File: src/rtl/mem8x8_ctrl_pkg.sv
// Shared widths, op codes, FSM encoding and request payload for the 8x8 bytecell access sequencer.
package mem8x8_ctrl_pkg;

  localparam int unsigned ADDR_W = 3;
  localparam int unsigned DATA_W = 8;
  localparam int unsigned NCELLS = 1 << ADDR_W;
  localparam int unsigned CNT_W  = 4;

  localparam logic OP_WRITE = 1'b1;
  localparam logic OP_READ  = 1'b0;

  typedef enum logic [2:0] {
    ST_IDLE  = 3'd0,
    ST_SETUP = 3'd1,
    ST_WRITE = 3'd2,
    ST_READ  = 3'd3,
    ST_RESP  = 3'd4
  } state_e;

  typedef struct packed {
    logic              we;
    logic [ADDR_W-1:0] addr;
    logic [DATA_W-1:0] wdata;
  } req_t;

endpackage

File: src/rtl/mem8x8_ctrl_if.sv
// Request/response bus between a requester (master) and mem8x8_ctrl (slave).
// MEM8X8_CTRL_RSP_STALL_EN adds rsp_ready for back-pressured responses.
interface mem8x8_ctrl_if;
  import mem8x8_ctrl_pkg::*;

  logic              req_valid;
  logic              req_ready;
  logic              req_we;
  logic [ADDR_W-1:0] req_addr;
  logic [DATA_W-1:0] req_wdata;
  logic              rsp_valid;
  logic [DATA_W-1:0] rsp_rdata;
`ifdef MEM8X8_CTRL_RSP_STALL_EN
  logic              rsp_ready;

  modport master (output req_valid, req_we, req_addr, req_wdata, rsp_ready,
                  input  req_ready, rsp_valid, rsp_rdata);
  modport slave  (input  req_valid, req_we, req_addr, req_wdata, rsp_ready,
                  output req_ready, rsp_valid, rsp_rdata);
`else
  modport master (output req_valid, req_we, req_addr, req_wdata,
                  input  req_ready, rsp_valid, rsp_rdata);
  modport slave  (input  req_valid, req_we, req_addr, req_wdata,
                  output req_ready, rsp_valid, rsp_rdata);
`endif

endinterface

File: src/rtl/mem8x8_addr_dec.sv
// Combinational address-to-one-hot cell select decoder with enable.
module mem8x8_addr_dec
  import mem8x8_ctrl_pkg::*;
(
  input  logic              en_i,
  input  logic [ADDR_W-1:0] addr_i,
  output logic [NCELLS-1:0] sel_c_o
);

  always_comb begin
    sel_c_o = '0;
    if (en_i) sel_c_o[addr_i] = 1'b1;
  end

endmodule

File: src/rtl/mem8x8_ctrl.sv
// Access sequencer for the 8x8 bytecell array: one request at a time, registered cell strobes.
// Optional MEM8X8_CTRL_RSP_STALL_EN holds the response until rsp_ready.
module mem8x8_ctrl
  import mem8x8_ctrl_pkg::*;
#(
  parameter int unsigned WR_HOLD = 1
) (
  input  logic              clk,
  input  logic              rst_n,
  mem8x8_ctrl_if.slave      bus,
  output logic [NCELLS-1:0] cell_sel_o,
  output logic              cell_op_o,
  output logic [DATA_W-1:0] cell_inp_o,
  input  logic [DATA_W-1:0] cell_outp_i
);

  localparam int unsigned      HOLD_EFF  = (WR_HOLD == 0) ? 32'd1 : WR_HOLD;
  localparam logic [CNT_W-1:0] HOLD_LOAD = CNT_W'(HOLD_EFF - 32'd1);

  if (WR_HOLD > 15) begin : g_hold_range
    $error("mem8x8_ctrl: WR_HOLD must be 0..15");
  end

  state_e              state_q, state_d;
  req_t                req_q, req_d;
  logic [CNT_W-1:0]    cnt_q, cnt_d;
  logic [DATA_W-1:0]   rdata_q, rdata_d;
  logic [NCELLS-1:0]   cell_sel_q;
  logic                cell_op_q, cell_op_d;
  logic                req_ready_q, req_ready_d;
  logic                rsp_valid_q, rsp_valid_d;
  logic                accept_c;
  logic                dec_en_c;
  logic [ADDR_W-1:0]   dec_addr_c;
  logic [NCELLS-1:0]   dec_sel_c;

  assign accept_c = bus.req_valid & req_ready_q;

  // Decode the incoming address on accept so cell_sel is already valid in SETUP.
  assign dec_addr_c = (state_q == ST_IDLE) ? bus.req_addr : req_q.addr;
  assign dec_en_c   = (state_d == ST_SETUP) || (state_d == ST_WRITE) || (state_d == ST_READ);

  mem8x8_addr_dec u_addr_dec (
    .en_i    (dec_en_c),
    .addr_i  (dec_addr_c),
    .sel_c_o (dec_sel_c)
  );

  always_ff @(posedge clk or negedge rst_n) begin
    if (!rst_n) begin
      state_q     <= ST_IDLE;
      req_q       <= '0;
      cnt_q       <= '0;
      rdata_q     <= '0;
      cell_sel_q  <= '0;
      cell_op_q   <= OP_READ;
      req_ready_q <= 1'b0;
      rsp_valid_q <= 1'b0;
    end else begin
      state_q     <= state_d;
      req_q       <= req_d;
      cnt_q       <= cnt_d;
      rdata_q     <= rdata_d;
      cell_sel_q  <= dec_sel_c;
      cell_op_q   <= cell_op_d;
      req_ready_q <= req_ready_d;
      rsp_valid_q <= rsp_valid_d;
    end
  end

  // Next state; registered outputs are derived from the state being entered.
  always_comb begin
    state_d     = state_q;
    req_d       = req_q;
    cnt_d       = cnt_q;
    rdata_d     = rdata_q;
    cell_op_d   = OP_READ;
    req_ready_d = 1'b0;
    rsp_valid_d = 1'b0;

    unique case (state_q)
      ST_IDLE: begin
        if (accept_c) begin
          state_d = ST_SETUP;
          req_d   = '{we: bus.req_we, addr: bus.req_addr, wdata: bus.req_wdata};
        end
      end
      ST_SETUP: begin
        state_d = req_q.we ? ST_WRITE : ST_READ;
        cnt_d   = HOLD_LOAD;
      end
      ST_WRITE: begin
        if (cnt_q == '0) state_d = ST_RESP;
        else             cnt_d   = cnt_q - CNT_W'(1);
      end
      ST_READ: begin
        rdata_d = cell_outp_i;
        state_d = ST_RESP;
      end
      ST_RESP: begin
`ifdef MEM8X8_CTRL_RSP_STALL_EN
        state_d = bus.rsp_ready ? ST_IDLE : ST_RESP;
`else
        state_d = ST_IDLE;
`endif
      end
      default: state_d = ST_IDLE;
    endcase

    req_ready_d = (state_d == ST_IDLE);
    rsp_valid_d = (state_d == ST_RESP);
    cell_op_d   = (state_d == ST_WRITE) ? OP_WRITE : OP_READ;
  end

  assign bus.req_ready = req_ready_q;
  assign bus.rsp_valid = rsp_valid_q;
  assign bus.rsp_rdata = rdata_q;
  assign cell_sel_o    = cell_sel_q;
  assign cell_op_o     = cell_op_q;
  assign cell_inp_o    = req_q.wdata;

endmodule

File: src/flat_wrapper.sv
// flat-port wrapper written by rule: the top's interface ports become plain ports
module mem8x8_ctrl_flat import mem8x8_ctrl_pkg::*;
#(
  parameter int unsigned WR_HOLD = 1
)
  (clk, rst_n, cell_sel_o, cell_op_o, cell_inp_o, cell_outp_i, bus_req_valid, bus_req_we, bus_req_addr, bus_req_wdata, bus_req_ready, bus_rsp_valid, bus_rsp_rdata);
  mem8x8_ctrl_if bus_i ();
  input  logic clk;
  input  logic rst_n;
  output logic [NCELLS-1:0] cell_sel_o;
  output logic cell_op_o;
  output logic [DATA_W-1:0] cell_inp_o;
  input  logic [DATA_W-1:0] cell_outp_i;
  input wire logic [$bits(bus_i.req_valid)-1:0] bus_req_valid;
  input wire logic [$bits(bus_i.req_we)-1:0] bus_req_we;
  input wire logic [$bits(bus_i.req_addr)-1:0] bus_req_addr;
  input wire logic [$bits(bus_i.req_wdata)-1:0] bus_req_wdata;
  output wire logic [$bits(bus_i.req_ready)-1:0] bus_req_ready;
  output wire logic [$bits(bus_i.rsp_valid)-1:0] bus_rsp_valid;
  output wire logic [$bits(bus_i.rsp_rdata)-1:0] bus_rsp_rdata;
  assign bus_i.req_valid = bus_req_valid;
  assign bus_i.req_we = bus_req_we;
  assign bus_i.req_addr = bus_req_addr;
  assign bus_i.req_wdata = bus_req_wdata;
  assign bus_req_ready = bus_i.req_ready;
  assign bus_rsp_valid = bus_i.rsp_valid;
  assign bus_rsp_rdata = bus_i.rsp_rdata;
  mem8x8_ctrl #(.WR_HOLD(WR_HOLD)) u_core (.clk(clk), .rst_n(rst_n), .bus(bus_i), .cell_sel_o(cell_sel_o), .cell_op_o(cell_op_o), .cell_inp_o(cell_inp_o), .cell_outp_i(cell_outp_i));
endmodule
File: config.mk
export PLATFORM = sky130hd
export DESIGN_NAME = mem8x8_ctrl_flat
export DESIGN_NICKNAME = d
export VERILOG_FILES = /design/src/rtl/mem8x8_ctrl_pkg.sv /design/src/rtl/mem8x8_ctrl_if.sv /design/src/rtl/mem8x8_addr_dec.sv /design/src/rtl/mem8x8_ctrl.sv /design/src/flat_wrapper.sv
export SDC_FILE = /design/constraint.sdc
export NUM_CORES = 1
export LEC_CHECK = 0
export CAP_MARGIN = 20
export CORE_MARGIN = 3
export CORE_UTILIZATION = 30
export CTS_CLUSTER_SIZE = 25
export DETAILED_ROUTE_END_ITERATION = 8
export DONT_BUFFER_PORTS = 1
export GPL_ROUTABILITY_DRIVEN = 0
export SLEW_MARGIN = 20
export SYNTH_ARGS = -nofsm -noshare
export SYNTH_HDL_FRONTEND = slang
export SYNTH_SLANG_ARGS = --single-unit
File: constraint.sdc
create_clock -name clk -period 2.61 [get_ports clk]
set_clock_uncertainty 0.15 [all_clocks]
set_input_delay 0.3915 -clock clk [delete_from_list [all_inputs] [get_ports clk]]
set_output_delay 0.3915 -clock clk [all_outputs]
set_load 0.03 [all_outputs]
; Word level (Yosys, flattened, before mapping)
; Cells that the tools add are included.
[word_totals]
regBits = 38
in_bits = 23
out_inout_bits = 27
elab_cells = 42
[classes]
n_addsub = 1
magnitude_cmp = 2
n_eq_ne = 8
n_mux = 11
n_bitwise = 1
n_reduce_logical = 9
[op_table]
columns = operator, n
row1 = 3-bit by 2-bit equality test with 1-bit output (second input constant), 4
row2 = 3-bit case mux with 4 select lines, 1
row3 = 3-bit two-way mux, 3
row4 = 8-bit two-way mux, 1
row5 = 4-bit case mux with 2 select lines, 1
row6 = 3-bit by 1-bit equality test with 1-bit output (second input constant), 2
row7 = 3-bit zero test, 2
row8 = 4-bit zero test, 1
row9 = 3-bit by 4-bit < comparator with 1-bit output (second input constant), 1
row10 = 4-bit two-way mux, 1
row11 = 2-bit AND reduction, 2
row12 = 4-bit by 1-bit subtractor with 4-bit output (second input constant), 1
row13 = 1-bit demux with 3-bit select, 1
row14 = 3-bit equality test (second input constant), 1
row15 = 3-bit by 1-bit greater-or-equal comparator with 1-bit output (second input constant), 1
row16 = 1-bit two-way mux, 3
row17 = 1-bit logical OR, 2
row18 = 2-bit != test (second input constant), 1
row19 = 2-bit nonzero test, 1
row20 = 1-bit AND, 1
row21 = 1-bit logical AND, 1

; Longest topological paths before layout
[depth]
word_depth = 7
mapped_depth = 6
mapped_depth_nobuf = 5

; By module
; Synthesis repeated with hierarchy kept, for this count alone.
[hier_totals]
hier_cells = 124
hier_area_um2 = 1716.6
[by_module_without_submodules]
columns = module, n_inst, cells_each, area_each_um2, seq_area_each_um2
row1 = mem8x8_ctrl, 1, 116, 1621.6, 950.9
row2 = mem8x8_addr_dec, 1, 8, 95.1, 0.0

; Least setup slack after synthesis
; No wires, ideal clock.
[synth_path]
path_type = register -> register
startpoint = reg u_core.cnt_q[0]
endpoint = reg u_core.cell_sel_q[0] (netlist: u_core.cell_sel_o[0])
setup_time_ns = 0.151
arrival_time_ns = 1.697
required_time_ns = 2.309
path_slack_ns = 0.612
path_stages_with_launch = 6
n_path_buf = 0
synth_period_minus_slack_ns = 1.998
path_cell_list = dfrtp_1 inv_1 ha_1 or3b_2 a32oi_1 a21oi_1
[synth_between]
elab_chain_len = 7
word_cells_on_any_way = 9
cone_classes = 3 x eq/ne / 3 x mux / 3 x reduce/logical
[synth_lines]
columns = element, line_no
row1 = from (decl), mem8x8_ctrl.sv:26  ; logic [CNT_W-1:0] cnt_q, cnt_d;
row2 = from (signal assigned), mem8x8_ctrl.sv:62  ; cnt_q <= cnt_d;
row3 = 4-bit zero test (*), mem8x8_ctrl.sv:93  ; if (cnt_q == '0) state_d = ST_RESP;
row4 = 3-bit two-way mux (*), mem8x8_ctrl.sv:93
row5 = 3-bit case mux with 4 select lines (*), mem8x8_ctrl.sv:81  ; unique case (state_q)
row6 = 3-bit by 1-bit equality test with 1-bit output / 3-bit by 2-bit equality test with 1-bit output (equally long branches), mem8x8_ctrl.sv:41  ; assign dec_en_c = (state_d == ST_SETUP) || (state_d == ST_WRITE) || (state_d == ST_READ);
row7 = 1-bit logical OR, mem8x8_ctrl.sv:41
row8 = 1-bit logical OR (*), mem8x8_ctrl.sv:41
row9 = 8-bit two-way mux (*), mem8x8_addr_dec.sv:12  ; if (en_i) sel_c_o[addr_i] = 1'b1;
row10 = named net u_core.dec_sel_c[0], mem8x8_ctrl.sv:35  ; logic [NCELLS-1:0] dec_sel_c;
row11 = to (signal assigned), mem8x8_ctrl.sv:64  ; cell_sel_q <= dec_sel_c;
row12 = to (decl), mem8x8_ctrl.sv:28  ; logic [NCELLS-1:0] cell_sel_q;
; The timed path passes the listed nets; every way through them passes the cells marked *.
; A chain may end at the register's enable or synchronous reset.

; Worst setup path after layout
[layout_path]
startpoint = reg u_core.state_q[1]
endpoint = reg u_core.req_q (netlist bit u_core.cell_inp_o[2])
[layout_between]
elab_chain_len = 2
[layout_lines]
columns = element, line_no
row1 = from (decl), mem8x8_ctrl.sv:24  ; state_e state_q, state_d;
row2 = from (signal assigned), mem8x8_ctrl.sv:60  ; state_q <= state_d;
row3 = 3-bit zero test, mem8x8_ctrl.sv:81
row4 = 2-bit AND reduction (no line), n/a
row5 = to (signal assigned), mem8x8_ctrl.sv:61  ; req_q <= req_d;
row6 = to (decl), mem8x8_ctrl.sv:25  ; req_t req_q, req_d;
; No other way between the ends.

==> metrics.md <==
| Metric | Value |
|---|---|
| DRC viols | 0 |
| Critical Path AT | 2.12 ns |
| Fin nets | 170 |
| Fin util | 0.3409 |
| Initial DRC Count | 60 |
| CP Class | flip-flop to flip-flop |
| CP Data Required Time | 2.63 ns |
| Min-delay src | bus_req_addr[0] |
| CP max FO | 17 |
| Worst Setup Start Kind | flip-flop |
| Synth top area cells | dfrtp_1, mux2_2, buf_4 |
| Die Span Y | 83.01 µm |
| Pwr dens | 1273 nW/µm² |
| Antenna cell count | 0 |
| Critical path's largest stage delay | 0.54 ns |
| Hold path depth | 2 |
| RSZ-0062 raised after global routing | false |
| Setup Viol. Count Final | 0 |
| Met1 wire length | 1.365 mm |
| Max VDD drop | 0.4387 mV |
| Critical path buffers and inverters | 1 |
| Yosys cell types | 34 |
| Post-CTS setup buffers | 0 |
| Placed insts | 208 |
| Clock latency on the worst-skew pair | 0.28 ns |
| IO Pins | 50 |
| Vias | 1122 |
| GRT overflow | 0 |
| Sequential cell area | 950.9 µm² |
| R2r startpoint | u_core.state_q[1]$_DFF_PN0_ |
| Routed Antenna Nets | 0 |
| Pleak | 0.7861 nW |
| Met3 WL | 229 µm |
| Layout cell share with drive strength beyond 1 | 0.2671 |
| Reg2Reg Setup Slack | 0.51 ns |
| Pre-Repair DR Iteration Count | 2 |
| Die span in x | 83.01 µm |
| CTS buffer count | 5 |
| CTS Sinks | 38 |
| Synthesized netlist net count | 173 |
| Global-route wire length before repair | 5.968 mm |
| Die Footprint | 6891 µm² |
| Hold Crit Class | primary input to flip-flop |
| Area occupied by multi-input gates | 711.9 µm² |
| F_max | 476.5 MHz |
| Fill cells | 571 |
| Rel. slew slack | 0.4375 |
| Setup_tns | 0 ns |
| Via count of the first global-routing pass | 1196 |
| Final Instance Area | 1912 µm² |
| P&R area growth vs syn | 7.454% |
| Register area share after synthesis | 0.5345 |
| CTS tree | yes |
| Slew Viols, Final | 0 |
| Yosys reg bits | 38 |
| Antenna violations before repair | 0 |
| Final period utilization | 0.8042 |
| Clock Path Buffers | 2 |
| Initial Utilization | 0.3173 |
| Placed Area | 1790 µm² |
| Worst r2r path cells | 4 |
| Average vias per placed instance | 5.147 |
| Synth Instances | 148 |
| Core Footprint | 5608 µm² |
| Worst path top cell family by delay | simple AND/OR/NAND/NOR gates |
| Core Rows | 27 |
| # H-tree levels | 2 |
| DRT Wirelength | 3.455 mm |
| Drt wl/cell | 15.85 µm |
| Final Hold Viols | 0 |
| Post-synth top area share | 0.5345 |
| Dpl hpwl | 2.521 mm |
| Nature of the critical path endpoint | flip-flop |
| Met2 wire len | 1.777 mm |
| Syn avg cell area | 12.02 µm² |
| Synth area leader | dfrtp_1 |
| Reg clk slew, reported paths | 0.07 ns |
| Largest net degree at the start of global routing | 39 |
| CP Cell Sequence | or3_1, nor2_1, buf_4, mux2_2 |
| Port bufs | 0 |
| Slowest CP cell | dfrtp_1 |
| Overall global routing resource usage | 0.1074 |
| Hold Crit Endpoint | u_core.cell_sel_o[1]$_DFF_PN0_ |
| Final Instance Count excl. Fillers | 218 |
| Mapped cell area | 1779 µm² |
| Max Used Layer | met4 |
| Tmin final | 2.099 ns |
| RR Endpoint | u_core.cell_inp_o[2]$_DFFE_PN0P_ |
| MaxCap Viol Count | 0 |
| Total of warnings raised by yosys | 0 |
| Outcome | finished, final reports clean |
| Worst-Margin Slew | 0.8373 ns |
| Root Buffer | clkbuf_8 |
==> cell families after synthesis <==
group / after synthesis / share of synthesized area
AND/OR/NAND/NOR: 44 / 0.1568
adder cells (fa/ha/maj): 2 / 0.01406
multiplexers: 21 / 0.1329
AO/OA/AOI/OAI: 25 / 0.09634
flip-flops: 38 / 0.5345
buffers and inverters: 18 / 0.06540
==> cell usage in the layout, fill, tap and decap left out, types with 2 or more instances in the layout <==
master    instances
nand3_1           4
nor2_1            8
o21a_1            2
or3b_2            2
clkbuf_8          6
a21oi_1          11
nand3b_1          4
inv_1             2
o21bai_1          2
nand2_1           3
buf_4             4
ha_1              2
nand4b_1          6
nor3_1            5
mux2_2           21
nand4_1           2
dfrtp_1          38
nor2b_1           2
a22o_1            4
==> flip-flops by register name, summed over array words and instances (netlist names) <==
signal,cells
u_core.req_q,4
u_core.state_q,3
u_core.cell_inp_o,8
u_core.cell_op_o,1
u_core.bus.rsp_valid,1
u_core.cnt_q,4
u_core.cell_sel_o,8
u_core.bus.rsp_rdata,8
u_core.bus.req_ready,1
==> synth_stat cells <==
| library cell | number |
|---|---|
| dfrtp_1 | 38 |
| mux2_2 | 21 |
| a21oi_1 | 11 |
| buf_4 | 9 |
| nor2_1 | 8 |
| nand4b_1 | 6 |
| clkbuf_1 | 5 |
| nor3_1 | 5 |
| a22o_1 | 4 |
| nand3_1 | 4 |
| nand3b_1 | 4 |
| nand2_1 | 3 |
| buf_6 | 2 |
| ha_1 | 2 |
| inv_1 | 2 |
| nand4_1 | 2 |
| nor2b_1 | 2 |
| o21a_1 | 2 |
| o21bai_1 | 2 |
| or3b_2 | 2 |
| a21o_1 | 1 |
| a21oi_2 | 1 |
| a32o_1 | 1 |
| a32oi_1 | 1 |
| and4_1 | 1 |
| nand2b_1 | 1 |
| nor3b_1 | 1 |
| nor4b_1 | 1 |
| o211ai_1 | 1 |
| o41ai_1 | 1 |
| or2_2 | 1 |
| or3_1 | 1 |
| or4b_2 | 1 |
| or4b_4 | 1 |
==> worst max-delay path by stage <==
stage               slack [ns]  depth (start not counted)                                to                         from
floorplan                 0.61                          5    u_core.cell_sel_o[0]$_DFF_PN0_  u_core.cnt_q[0]$_DFFE_PN0P_
global placement          0.60                          4  u_core.cell_inp_o[4]$_DFFE_PN0P_  u_core.state_q[1]$_DFF_PN0_
detailed placement        0.52                          4  u_core.cell_inp_o[2]$_DFFE_PN0P_  u_core.state_q[1]$_DFF_PN0_
CTS                       0.50                          4  u_core.cell_inp_o[2]$_DFFE_PN0P_  u_core.state_q[1]$_DFF_PN0_
global route              0.38                          4  u_core.cell_inp_o[2]$_DFFE_PN0P_  u_core.state_q[1]$_DFF_PN0_
finish                    0.51                          4  u_core.cell_inp_o[2]$_DFFE_PN0P_  u_core.state_q[1]$_DFF_PN0_
==> worst register-to-register path: stages, from the launching register on <==
cell and delay (ns):
dfrtp_1 0.54, or3_1 0.52, nor2_1 0.20, buf_4 0.22, mux2_2 0.35
==> where the power goes <==
part           internal, mW  leakage [nW]  switching (mW)
combinational         0.341         0.258           0.323
sequential            0.811         0.480           0.554
clock                 0.213        0.0482           0.191
total                  1.36         0.786            1.07
==> area by class of cell <==
cell class | count | area share
Sequential cell | 38 | 0.4974
Multi-Input combinational cell | 92 | 0.3724
Tap cell | 72 | 0.04712
Clock buffer | 7 | 0.04516
Timing Repair Buffer | 6 | 0.03141
Inverter | 2 | 0.003927
Clock inverter | 1 | 0.002618
==> layer usage <==
layer / track usage / up-vias
li1: - / 523
met4: 0.05201 / 0
met1: 0.1193 / 560
met2: 0.1786 / 31
met3: 0.04266 / 8
met5: 0 / -
==> timing repair <==
| action | 4_1_cts | 5_1_grt |
|---|---|---|
| hold buffers | 2 | 0 |
| resized for setup | 0 | 0 |
| hold endpoints to repair | 38 | 0 |
==> per-stage QoR <==
step	power (mW)	hold WS, ns	setup slack (ns)
final	2.433	0.09750	0.5112
after global routing	2.606	0.08534	0.3826
after CTS	2.466	0.08837	0.5046
after detailed placement	2.037	-0.05312	0.5156
after global placement	1.987	-0.05323	0.5996
after floorplan	1.976	-0.05409	0.6118
(Power assumes the default switching activity.)
